**config.mk**
```make
export PLATFORM = sky130hd
export DESIGN_NAME = dividend_rebuild_flat
export DESIGN_NICKNAME = d
export VERILOG_FILES = /design/src/rtl/divrebuild_pkg.sv /design/src/rtl/dividend_rebuild_if.sv /design/src/rtl/dividend_rebuild_dp.sv /design/src/rtl/dividend_rebuild.sv /design/src/flat_wrapper.sv
export SDC_FILE = /design/constraint.sdc
export NUM_CORES = 1
export LEC_CHECK = 0
export BUFFER_PORTS_ARGS = -buffer_cell sky130_fd_sc_hd__buf_2
export CORE_MARGIN = 10
export CORE_UTILIZATION = 64
export CTS_BUF_LIST = sky130_fd_sc_hd__clkbuf_8
export DETAILED_ROUTE_END_ITERATION = 6
export GPL_TIMING_DRIVEN = 0
export HOLD_SLACK_MARGIN = 0.12
export PLACE_DENSITY = 0.95
export SLEW_MARGIN = 0
export SYNTH_ARGS = -nofsm -noshare
export SYNTH_HDL_FRONTEND = slang
export SYNTH_SLANG_ARGS = --single-unit
```
**constraint.sdc**
```tcl
create_clock -name clk -period 3.95 [get_ports clk]
set_input_delay 0.79 -clock clk [delete_from_list [all_inputs] [get_ports clk]]
set_output_delay 0.79 -clock clk [all_outputs]
set_load 0.02 [all_outputs]
```
**src/rtl/divrebuild_pkg.sv**
```systemverilog
// Shared types and widths for the dividend rebuild unit (quotient*divider + remainder).
package divrebuild_pkg;

    localparam int unsigned N     = 7;
    localparam int unsigned W2    = 2 * N;
    localparam int unsigned CNT_W = $clog2(N + 1);

    typedef enum logic [1:0] {IDLE, CALC, DONE} state_t;

    typedef struct packed {
        logic [N-1:0] quotient;
        logic [N-1:0] divider;
        logic [N-1:0] remainder;
    } operands_t;

endpackage

```
**src/rtl/dividend_rebuild_if.sv**
```systemverilog
// Request/result bundle between the requester and the dividend rebuild unit.
interface dividend_rebuild_if;
    import divrebuild_pkg::*;

    logic          start;
    logic [N-1:0]  quotient;
    logic [N-1:0]  divider;
    logic [N-1:0]  remainder;
    logic          busy;
    logic          done;
    logic [W2-1:0] dividend;
    logic          rem_err;

    modport master (
        output start, quotient, divider, remainder,
        input  busy, done, dividend, rem_err
    );

    modport slave (
        input  start, quotient, divider, remainder,
        output busy, done, dividend, rem_err
    );

endinterface

```
**src/rtl/dividend_rebuild_dp.sv**
```systemverilog
// Shift-add multiply-accumulate datapath: acc = remainder + quotient*divider over N steps.
module dividend_rebuild_dp
    import divrebuild_pkg::*;
(
    input  logic          clk,
    input  logic          rst,
    input  logic          i_load,
    input  logic          i_step,
    input  operands_t     i_ops,
    output logic [W2-1:0] o_acc
);

    logic [W2-1:0] r_acc;
    logic [W2-1:0] r_mcand;
    logic [N-1:0]  r_mplier;
    logic [W2-1:0] w_sum;

    // Add the shifted multiplicand only when the current multiplier bit is set.
    assign w_sum = r_mplier[0] ? (r_acc + r_mcand) : r_acc;

    always_ff @(posedge clk) begin
        if (rst) begin
            r_acc    <= '0;
            r_mcand  <= '0;
            r_mplier <= '0;
        end else if (i_load) begin
            r_acc    <= W2'(i_ops.remainder);
            r_mcand  <= W2'(i_ops.divider);
            r_mplier <= i_ops.quotient;
        end else if (i_step) begin
            r_acc    <= w_sum;
            r_mcand  <= r_mcand << 1;
            r_mplier <= r_mplier >> 1;
        end
    end

    assign o_acc = r_acc;

endmodule

```
**src/rtl/dividend_rebuild.sv**
```systemverilog
// Rebuilds dividend = quotient*divider + remainder with a start/done handshake.
// Optional DIVREBUILD_REMCHECK_EN flags remainder >= divider (or divider == 0) alongside the result.
module dividend_rebuild
    import divrebuild_pkg::*;
(
    input  logic               clk,
    input  logic               rst,
    dividend_rebuild_if.slave  bus
);

    state_t           r_state;
    state_t           w_state_nxt;
    logic [CNT_W-1:0] r_cnt;
    logic [CNT_W-1:0] w_cnt_nxt;
    logic             r_busy;
    logic             w_busy_nxt;
    logic             r_done;
    logic             w_done_nxt;
    logic [W2-1:0]    r_dividend;
    logic [W2-1:0]    w_dividend_nxt;
    logic             w_load;
    logic             w_step;
    logic [W2-1:0]    w_acc;
    operands_t        w_ops;

    assign w_ops.quotient  = bus.quotient;
    assign w_ops.divider   = bus.divider;
    assign w_ops.remainder = bus.remainder;

    dividend_rebuild_dp u_dp (
        .clk    (clk),
        .rst    (rst),
        .i_load (w_load),
        .i_step (w_step),
        .i_ops  (w_ops),
        .o_acc  (w_acc)
    );

    // Next-state, counter and output-register next values.
    always_comb begin
        w_state_nxt    = r_state;
        w_cnt_nxt      = r_cnt;
        w_done_nxt     = 1'b0;
        w_dividend_nxt = r_dividend;
        w_load         = 1'b0;
        w_step         = 1'b0;
        case (r_state)
            IDLE: begin
                if (bus.start) begin
                    w_load      = 1'b1;
                    w_cnt_nxt   = '0;
                    w_state_nxt = CALC;
                end
            end
            CALC: begin
                w_step    = 1'b1;
                w_cnt_nxt = r_cnt + CNT_W'(1);
                if (r_cnt == CNT_W'(N - 1)) begin
                    w_state_nxt = DONE;
                end
            end
            DONE: begin
                w_done_nxt     = 1'b1;
                w_dividend_nxt = w_acc;
                w_state_nxt    = IDLE;
            end
            default: begin
                w_state_nxt = IDLE;
            end
        endcase
        w_busy_nxt = (w_state_nxt != IDLE);
    end

    always_ff @(posedge clk) begin
        if (rst) begin
            r_state    <= IDLE;
            r_cnt      <= '0;
            r_busy     <= 1'b0;
            r_done     <= 1'b0;
            r_dividend <= '0;
        end else begin
            r_state    <= w_state_nxt;
            r_cnt      <= w_cnt_nxt;
            r_busy     <= w_busy_nxt;
            r_done     <= w_done_nxt;
            r_dividend <= w_dividend_nxt;
        end
    end

    assign bus.busy     = r_busy;
    assign bus.done     = r_done;
    assign bus.dividend = r_dividend;

`ifdef DIVREBUILD_REMCHECK_EN
    logic r_rem_err;
    logic w_rem_err_nxt;

    // Remainder sanity flag captured with the operands; held until the next acceptance.
    always_comb begin
        w_rem_err_nxt = r_rem_err;
        if (w_load) begin
            w_rem_err_nxt = (bus.remainder >= bus.divider) || (bus.divider == '0);
        end
    end

    always_ff @(posedge clk) begin
        if (rst) begin
            r_rem_err <= 1'b0;
        end else begin
            r_rem_err <= w_rem_err_nxt;
        end
    end

    assign bus.rem_err = r_rem_err;
`else
    assign bus.rem_err = 1'b0;
`endif

endmodule

```
**src/flat_wrapper.sv**
```systemverilog
// flat-port wrapper written by rule: the top's interface ports become plain ports
module dividend_rebuild_flat import divrebuild_pkg::*;
  (clk, rst, bus_start, bus_quotient, bus_divider, bus_remainder, bus_busy, bus_done, bus_dividend, bus_rem_err);
  dividend_rebuild_if bus_i ();
  input  logic clk;
  input  logic rst;
  input wire logic [$bits(bus_i.start)-1:0] bus_start;
  input wire logic [$bits(bus_i.quotient)-1:0] bus_quotient;
  input wire logic [$bits(bus_i.divider)-1:0] bus_divider;
  input wire logic [$bits(bus_i.remainder)-1:0] bus_remainder;
  output wire logic [$bits(bus_i.busy)-1:0] bus_busy;
  output wire logic [$bits(bus_i.done)-1:0] bus_done;
  output wire logic [$bits(bus_i.dividend)-1:0] bus_dividend;
  output wire logic [$bits(bus_i.rem_err)-1:0] bus_rem_err;
  assign bus_i.start = bus_start;
  assign bus_i.quotient = bus_quotient;
  assign bus_i.divider = bus_divider;
  assign bus_i.remainder = bus_remainder;
  assign bus_busy = bus_i.busy;
  assign bus_done = bus_i.done;
  assign bus_dividend = bus_i.dividend;
  assign bus_rem_err = bus_i.rem_err;
  dividend_rebuild u_core (.clk(clk), .rst(rst), .bus(bus_i));
endmodule
```
Word-level counts from Yosys, hierarchy flattened. Cells that the tools add are included.

Register bits after elaboration: 56. Output and inout port bits: 17.

Equality and inequality tests: 4. Multiplexer cells: 16. Add/sub/neg operators: 2. Reduce and logical (&&, ||, !) cells: 9.

Operators by type and width (count): 7-bit two-way mux (7); 14-bit adder (1); 2-bit nonzero test (4); 3-bit one-hot mux with 2 select lines (1); 2-bit AND reduction (3); 1-bit two-way mux (4); 2-bit two-way mux (2); 2-bit one-hot mux with 2 select lines (1); 3-bit by 1-bit adder with 3-bit output (second input constant) (1); 3-bit == test (second input constant) (1); 3-bit two-way mux (1); 2-bit by 1-bit == test with 1-bit output (second input constant) (1); 2-bit == test (second input constant) (1); 2-bit zero test (1); 2-bit inequality test (second input constant) (1); 2-bit OR reduction (1).

Depth between registers and ports, before layout. Gate-level depths: netlist of the first run.

Word-level depth: 4. Gate-level depth with buffers: 9. Mapped depth without buffers: 9.

Cells and area by module. A second synthesis of the first run with hierarchy kept.

Cells, all modules: 344. Area, all modules: 2846.5 um^2.

By module, submodules not included: dividend_rebuild_dp (cells each 250, sequential area each 700.7 um^2, times used 1, area each 2059.5 um^2); dividend_rebuild (cells each 94, sequential area each 420.4 um^2, times used 1, area each 787.0 um^2).

Least setup slack after synthesis of the first run. OpenSTA, ideal clock, no wires.

Kind: register to register. From: register u_core.u_dp.r_acc[0] (netlist: u_core.u_dp.o_acc[0]). To: register u_core.u_dp.r_acc[10] (netlist: u_core.u_dp.o_acc[10]). Cell stages (with the launch flop): 10. Path slack: 2068 ps. Data arrival time: 1765 ps. Buffers on the path: 0. Data required time: 3833 ps. Period minus slack after synthesis: 1882 ps. Path through: dfxtp_1 > ha_1 > inv_1 > fa_1 > and2b_1 > o31a_1 > o21ai_2 > o21bai_1 > mux2i_1 > nand2_1.

Cells in the longest elaborated chain, start to end: 1.

RTL lines: start, declared (line dividend_rebuild_dp.sv:13) `logic [W2-1:0] r_acc;`; start signal, assigned (line dividend_rebuild_dp.sv:27) `r_acc <= W2'(i_ops.remainder);`; start signal, assigned (line dividend_rebuild_dp.sv:31) `r_acc <= w_sum;`; 14-bit adder (line dividend_rebuild_dp.sv:19) `assign w_sum = r_mplier[0] ? (r_acc + r_mcand) : r_acc;`.

No other way between the ends. A chain may end at the register's enable or synchronous reset.

Worst setup path after layout of the first run.
From: register u_core.u_dp.r_mcand[0]. To: register u_core.u_dp.r_acc[10] (netlist: u_core.u_dp.o_acc[10]).

Cells in the longest elaborated chain, start to end: 1.

RTL lines: start, declared (line dividend_rebuild_dp.sv:14) `logic [W2-1:0] r_mcand;`; start signal, assigned (line dividend_rebuild_dp.sv:28) `r_mcand <= W2'(i_ops.divider);`; start signal, assigned (line dividend_rebuild_dp.sv:32) `r_mcand <= r_mcand << 1;`; 14-bit adder (line dividend_rebuild_dp.sv:19).

No other way between the ends.

==> results.toml, run 1 <==
[layout]
finalNetCount = 455
drive_above_1_share_pct = 17.1
fillCellCount = 313
post-route-cell-area_sq_um = 3260
flow.area_growth_from_synthesis_pct = 12.0
num_antenna_cells = 0

[logic_synthesis]
synthCells = 370
async_reset_ff_share_pct = 0
synth_top_family_by_area = "simple AND/OR/NAND/NOR gates"
cell_area_after_synthesis_sq_um = 2910
yosysSeqAreaShare_pct = 38.5
yosys-mux-area-fraction_pct = 1.03
synth_compound_gate_area_share_pct = 19.2
synth.lib_cells_used.distinct = 52
synth_top_area_share_pct = 38.5
number_of_flops_mapped_to_enable_cells_by_yosys = 0
ys_top_cells_by_area = "dfxtp_1 38%, nand2_1 11%, a21oi_1 6.5%"
synth-simple-area-share_pct = 26.4
post_synth_xor_area_fraction_pct = 1.80
ys_top_cells_by_count = "88 x nand2_1, 56 x dfxtp_1, 38 x a21oi_1"
synth-main-ff-cell = "dfxtp_1"
synth_adder_area_share_pct = 7.13
yosys.cell_count.top_type = "nand2_1"
syn_nets = 410
ys_warn_count = 0
cell_type_contributing_the_most_total_cell_area_after_synthesis = "dfxtp_1"
syn_area_per_cell_sq_um = 7.87
flops_latches_synth = 56

[worst_hold_path]
hold_path.class = "flip-flop to flip-flop"
min_path_cells = 2
worst_hold_path.endpoint = "u_core.bus.dividend[12]"
min_from = "u_core.bus.dividend[12]"

[worst_setup_path]
largest_stage_delay_on_the_critical_path_ns = 0.40
crit_arrival_ns = 2.40
worst_path_dominant_cell_family = "adder cells"
timing.critical_path.slowest_stage_cell = "dfxtp_1"
critical_path.reg2reg.startpoint = "u_core.u_dp.r_mcand[0]"
worstSetupEndpointType = "flip-flop"
timing.reg2reg.worst_path_depth = 9
setup.reg_to_reg.worst_slack_ns = 1.78
timing.critical_path.required_ns = 4.18
critical_path.cell_chain = "ha_1, inv_1, fa_1, and2b_1, o31a_1, o21ai_2, o21bai_1, mux2i_1, nand2_1"
setup.worst_path.start_class = "flip-flop"
critPathMaxFanout = 3
timing.critical_path.buf_inv = 1
critical_path.reg2reg.endpoint = "u_core.u_dp.o_acc[10]"
critical_path_class = "flip-flop to flip-flop"

[placement]
gp_congestion = 0.849
placement.cell_area_sq_um = 3170
pre_cts_ws_ns = 1.82
dp_hpwl_um = 5530
numPortBuffers = 38

[cts]
cts.root.buffer_cell = "clkbuf_8"
clk_path_buf_depth = 2
post-cts-setup-buffers = 0
insertion_delay_ns = 0.32
cts.htree.levels = 2
clock_pin_slew_of_the_registers_on_the_worst_case_setup_and_hold_paths_ns = 0.11
clock_sink_count = 56
ctsHoldBuffers = 0
cts_tree = "done"
cts_resized = 0
cts-buffers-inserted = 5

[floorplan]
dieHeight_um = 87.5
design.die.area_sq_um = 7650
die_w_um = 87.5
initial_core_util_pct = 66.4
total_number_of_placement_rows = 24
design.core.area_sq_um = 4380
ioPinCount = 41

[route]
vias_per_cell = 6.07
antenna_left = 0
dr.first_iter.drc_count = 206
drc = 0
drt-wirelength-per-cell_um = 16.1
drt_pass1_iterations = 7
wirelength_um = 7530
total_via_count_after_detailed_routing = 2841

[timing]
number_of_slew_limit_violations_in_the_final_report = 0
worst_slew_pin_slew_ns = 0.605
post-route-period-util_pct = 54.9
hold_viol_final = 0
worst_hold_slack_ns = 0.458
rsz_0062_raised_after_global_routing = "no"
fin_setup_tns_ns = 0
min_period_ns = 2.17
setup_slack_ns = 1.78
fin_worst_skew_ns = 0.00995
timing.fmax_mhz = 461
worst_slew_margin_relative_to_its_limit_pct = 59.7
number_of_setup_violations_in_the_final_report = 0

[run_status]
status = "finished, final reports clean"

[global_route]
grtUsageMet2_pct = 33.1
global_route_wire_length_before_repair_um = 12300
met3_usage_pct = 4.49
grt_use_met1_pct = 22.1
number_of_global_route_vias_before_repair = 2726
globalRouteOverflowTotal = 0
grt_max_degree = 20
grt_most_used_layer = "met2"
groute.usage.overall_pct = 19.6
grt_antenna_before_repair = 0

[power]
power.leakage_uw = 0.00139
vdd_ir_drop_max_v = 0.000282
power_per_cell_area_nw_per_um2 = 344

[flow_run]
cap_violations = 0
[layout by cell type, fill, tap and decap left out, drive strengths merged, types with 8 or more instances in the layout]
cell / n
a21oi: 38
a311oi: 14
buf: 50
clkbuf: 19
dfxtp: 56
ha: 15
inv: 8
nand2: 89
nand3: 10
nor2: 38
[state kept, by name (all words and copies together) (netlist names)]
signal                count
u_core.u_dp.o_acc        14
u_core.u_dp.r_mcand      14
u_core.r_state            2
u_core.bus.done           1
u_core.u_dp.r_mplier      7
u_core.r_cnt              3
u_core.bus.dividend      14
u_core.bus.busy           1
[stage by stage]
step                util, %  total power, uW  instances
floorplan                 -              738        370
global placement       72.3              780        460
detailed placement     72.3              789        460
CTS                    74.4             1110        468
global route           74.4             1160        468
finish                 74.4             1120        468
[power breakdown]
group | leakage (uW) | internal, uW | switching (uW)
Combinational | 0.000888 | 67.2 | 109
Clock | 0.0000423 | 130 | 208
Sequential | 0.000456 | 587 | 21.0
Total | 0.00139 | 784 | 338
[routing by layer]
metal / share of wire (%) / up-vias
met4: 4.7 / 0
met1: 40 / 1303
met2: 49 / 137
met5: 0 / -
met3: 6.2 / 40
li1: - / 1361
[worst min-delay path: stages (launching register included)]
cell and delay [ns]:
dfxtp_1 0.32, nand2_1 0.05, a21oi_1 0.05
[cell type report]
type                    count  area (sq um)  area share (%)
multi-input cells         281          1620            49.7
flip-flops and latches     56          1120            34.4
repair buffers             38           190            5.83
plain buffers              26           143            4.37
clock buffers               5          68.8            2.11
well taps                  52          65.1            1.99
clock inverters             3          26.3           0.805
inverters                   7          26.3           0.805
[logic make-up (layout without fill, tap and decap cells)]
kind of cell | count (synthesis) | after routing
compound gates | 85 | 85
xor+xnor | 6 | 6
fa+ha+maj | 16 | 16
buf+inv | 33 | 79
flops | 56 | 56
mux | 3 | 3
other cells | 1 | 1
simple gates | 170 | 170
[worst max path at each step]
stage	startpoint	slack, ns	cells past startpoint	to
floorplan	u_core.u_dp.o_acc[0]	2.07	9	u_core.u_dp.o_acc[10]
global placement	u_core.u_dp.r_mcand[0]	1.85	9	u_core.u_dp.o_acc[10]
detailed placement	u_core.u_dp.r_mcand[0]	1.82	9	u_core.u_dp.o_acc[10]
CTS	u_core.u_dp.r_mcand[0]	1.82	9	u_core.u_dp.o_acc[10]
global route	u_core.u_dp.r_mcand[0]	1.70	9	u_core.u_dp.o_acc[10]
finish	u_core.u_dp.r_mcand[0]	1.78	9	u_core.u_dp.o_acc[10]
Note: power is estimated with default switching activity, not from simulation.
==> run 2: changes to the inputs <==
Settings changed: ABC_AREA set to 1, CORE_UTILIZATION 64 to 54, PLACE_DENSITY 0.95 to 0.9.
Clock period 3.95 ns to 1.75 ns, I/O delays scaled along.
==> results.toml, run 2 <==
[timing]
number_of_setup_violations_in_the_final_report = 0
post-route-period-util_pct = 96.4
min_period_ns = 1.69
fin_worst_skew_ns = 0.00614
hold_viol_final = 0
worst_slew_margin_relative_to_its_limit_pct = 66.3
timing.fmax_mhz = 593
setup_slack_ns = 0.0628
number_of_slew_limit_violations_in_the_final_report = 0
worst_slew_pin_slew_ns = 0.506

[placement]
pre_cts_ws_ns = -0.0930
gp_congestion = 0.901
dp_hpwl_um = 5890
numPortBuffers = 39

[global_route]
global_route_wire_length_before_repair_um = 12900
globalRouteOverflowTotal = 0
grt_antenna_before_repair = 0
groute.usage.overall_pct = 17.5
grt_max_degree = 18
number_of_global_route_vias_before_repair = 2951

[floorplan]
dieHeight_um = 94.6
ioPinCount = 41
design.die.area_sq_um = 8940
design.core.area_sq_um = 5440
initial_core_util_pct = 55.2
total_number_of_placement_rows = 27
die_w_um = 94.6

[layout]
finalNetCount = 520
fin_util_pct = 63.9
num_antenna_cells = 0
flow.area_growth_from_synthesis_pct = 15.7
mostFrequentLayoutCells = "102 x nand2_1, 57 x inv_1, 51 x dfxtp_1, 45 x nor2_1, 43 x buf_2"
layout_commonest_cell = "nand2_1"
drive_above_1_share_pct = 19.3

[logic_synthesis]
yosysSeqAreaShare_pct = 37.3
ys_top_cells_by_count = "103 x nand2_1, 57 x inv_1, 56 x dfxtp_1"
cell_area_after_synthesis_sq_um = 3000
synthCells = 432
synth.lib_cells_used.distinct = 36
yosys.cell_count.top_type = "nand2_1"
ys_warn_count = 0
synth_top_area_share_pct = 37.3
cell_type_contributing_the_most_total_cell_area_after_synthesis = "dfxtp_1"
syn_area_per_cell_sq_um = 6.95
async_reset_ff_share_pct = 0
syn_nets = 472
flops_latches_synth = 56
ys_top_cells_by_area = "dfxtp_1 37%, nand2_1 13%, inv_1 7.1%"
synth-main-ff-cell = "dfxtp_1"
number_of_flops_mapped_to_enable_cells_by_yosys = 0

[route]
total_via_count_after_detailed_routing = 2963
dr.first_iter.drc_count = 199
wirelength_um = 7790
drt-wirelength-per-cell_um = 14.1
drc = 0
drt_pass1_iterations = 4
antenna_left = 0
vias_per_cell = 5.36

[worst_setup_path]
setup.reg_to_reg.worst_slack_ns = 0.06
critical_path.cell_chain = "ha_4, inv_1, fa_2, nor2_2, nor2_2, nor2_1, nor2_1, and2_1, o21bai_1, inv_1"
critical_path_class = "flip-flop to flip-flop"
timing.critical_path.required_ns = 1.97
worstSetupEndpointType = "flip-flop"
worst_path_dominant_cell_family = "adder cells"
crit_arrival_ns = 1.91
critPathMaxFanout = 3
timing.critical_path.slowest_stage_cell = "fa_2"
largest_stage_delay_on_the_critical_path_ns = 0.39
timing.critical_path.buf_inv = 2
setup.worst_path.start_class = "flip-flop"

[cts]
insertion_delay_ns = 0.32
cts.htree.levels = 2
cts_tree = "done"
clock_sink_count = 56
clock_pin_slew_of_the_registers_on_the_worst_case_setup_and_hold_paths_ns = 0.10
cts.root.buffer_cell = "clkbuf_8"
cts-buffers-inserted = 5
clk_path_buf_depth = 2

[power]
internal-power_uw = 1870
switching_share_pct = 30.2
power_switching_uw = 810
vdd_ir_drop_max_v = 0.000642
seq_power_share_pct = 52.4
power_per_cell_area_nw_per_um2 = 772
combPwrFrac_pct = 19.1
power.leakage_uw = 0.00173
power.share.clock_pct = 28.5

[flow_run]
cap_violations = 0

[run_status]
status = "finished, final reports clean"

[worst_hold_path]
hold_path.class = "input pin to flip-flop"
==> run 2: changes by cell type after synthesis, sizes merged, moves of 5 or more <==
cell | previous run | this run
inv | 7 | 63
o21ai | 7 | 45
nand2 | 89 | 106
a21oi | 38 | 22
nor2 | 38 | 54
nand3 | 10 | 25
a311oi | 14 | 1
clkbuf | 14 | 5
a211oi | 5 | 0
nor3 | 7 | 2
==> run 2: cell type report <==
type | instances | area, sq um
inverters | 63 | 236
clock buffers | 6 | 82.6
well taps | 72 | 90.1
multi-input cells | 299 | 1620
flip-flops and latches | 56 | 1130
repair buffers | 41 | 210
clock inverters | 2 | 13.8
plain buffers | 14 | 92.6
fillers | 470 | 1960
==> run 2: cell families (layout without fill, tap and decap cells) <==
kind of cell,after synthesis,in the layout,share of synthesized area [%]
and+or+nand+nor,194,194,27.7
adders and majority gates,16,16,6.92
muxes,2,2,0.667
xor gates and xnor gates,4,4,1.17
other,1,1,0.125
AOI/OAI and AO/OA,82,82,15.2
buffers and inverters,77,126,11.0
DFF,56,56,37.3
==> run 2: repair_timing <==
action                                  4_1_cts  5_1_grt
endpoints found under the setup margin        3        8
buffers inserted                              0        2
hold buffers                                  0        0
resized for setup                             2       15
pin swaps                                     0        3
==> run 2: through the flow <==
stage          std cells  hold WS, ns  cell area (sq um)  power (uW)  setup TNS, ns
6_report             553        0.270               3470        2680              0
5_1_grt              553        0.276               3470        2780        -0.0242
4_1_cts              551        0.267               3390        2620              0
3_5_place_dp         543        0.443               3290        1890         -0.138
3_3_place_gp         543        0.439               3290        1870        -0.0629
2_1_floorplan        432        0.419               3000        1750              0
==> run 2: power by group through the flow <==
stage,registers [uW],clock network [uW],logic (uW)
finish,1410,763,512
global route,1410,801,573
CTS,1390,760,471
detailed placement,1420,0,466
global placement,1420,0,449
floorplan,1400,0,346
==> run 2: worst paths after layout <==
kind / start / to / depth (start not counted)
worst max-delay path: u_core.u_dp.o_acc[0] / u_core.u_dp.o_acc[8] / 10
worst min-delay path: bus_divider[0] / u_core.u_dp.r_mcand[0] / 3
worst max register to register: u_core.u_dp.o_acc[0] / u_core.u_dp.o_acc[8] / 10
worst min register to register: u_core.r_cnt[2] / u_core.r_cnt[2] / 1
==> run 2: worst register-to-register path: stages, from the launching register on <==
cell and delay, ns:
dfxtp_2 0.38, ha_4 0.14, inv_1 0.05, fa_2 0.39
nor2_2 0.11, nor2_2 0.06, nor2_1 0.08, nor2_1 0.07
and2_1 0.14, o21bai_1 0.12, inv_1 0.05
==> run 2: per-layer routing <==
layer / up-vias / part of all wire [%] / GRT usage (%) / routed length, um
li1: 1475 / - / - / -
met5: - / 0 / 0 / 0
met3: 18 / 6.4 / 4.76 / 495
met4: 0 / 2.3 / 6.61 / 183
met2: 106 / 50 / 30.8 / 3860
met1: 1364 / 42 / 19.8 / 3250
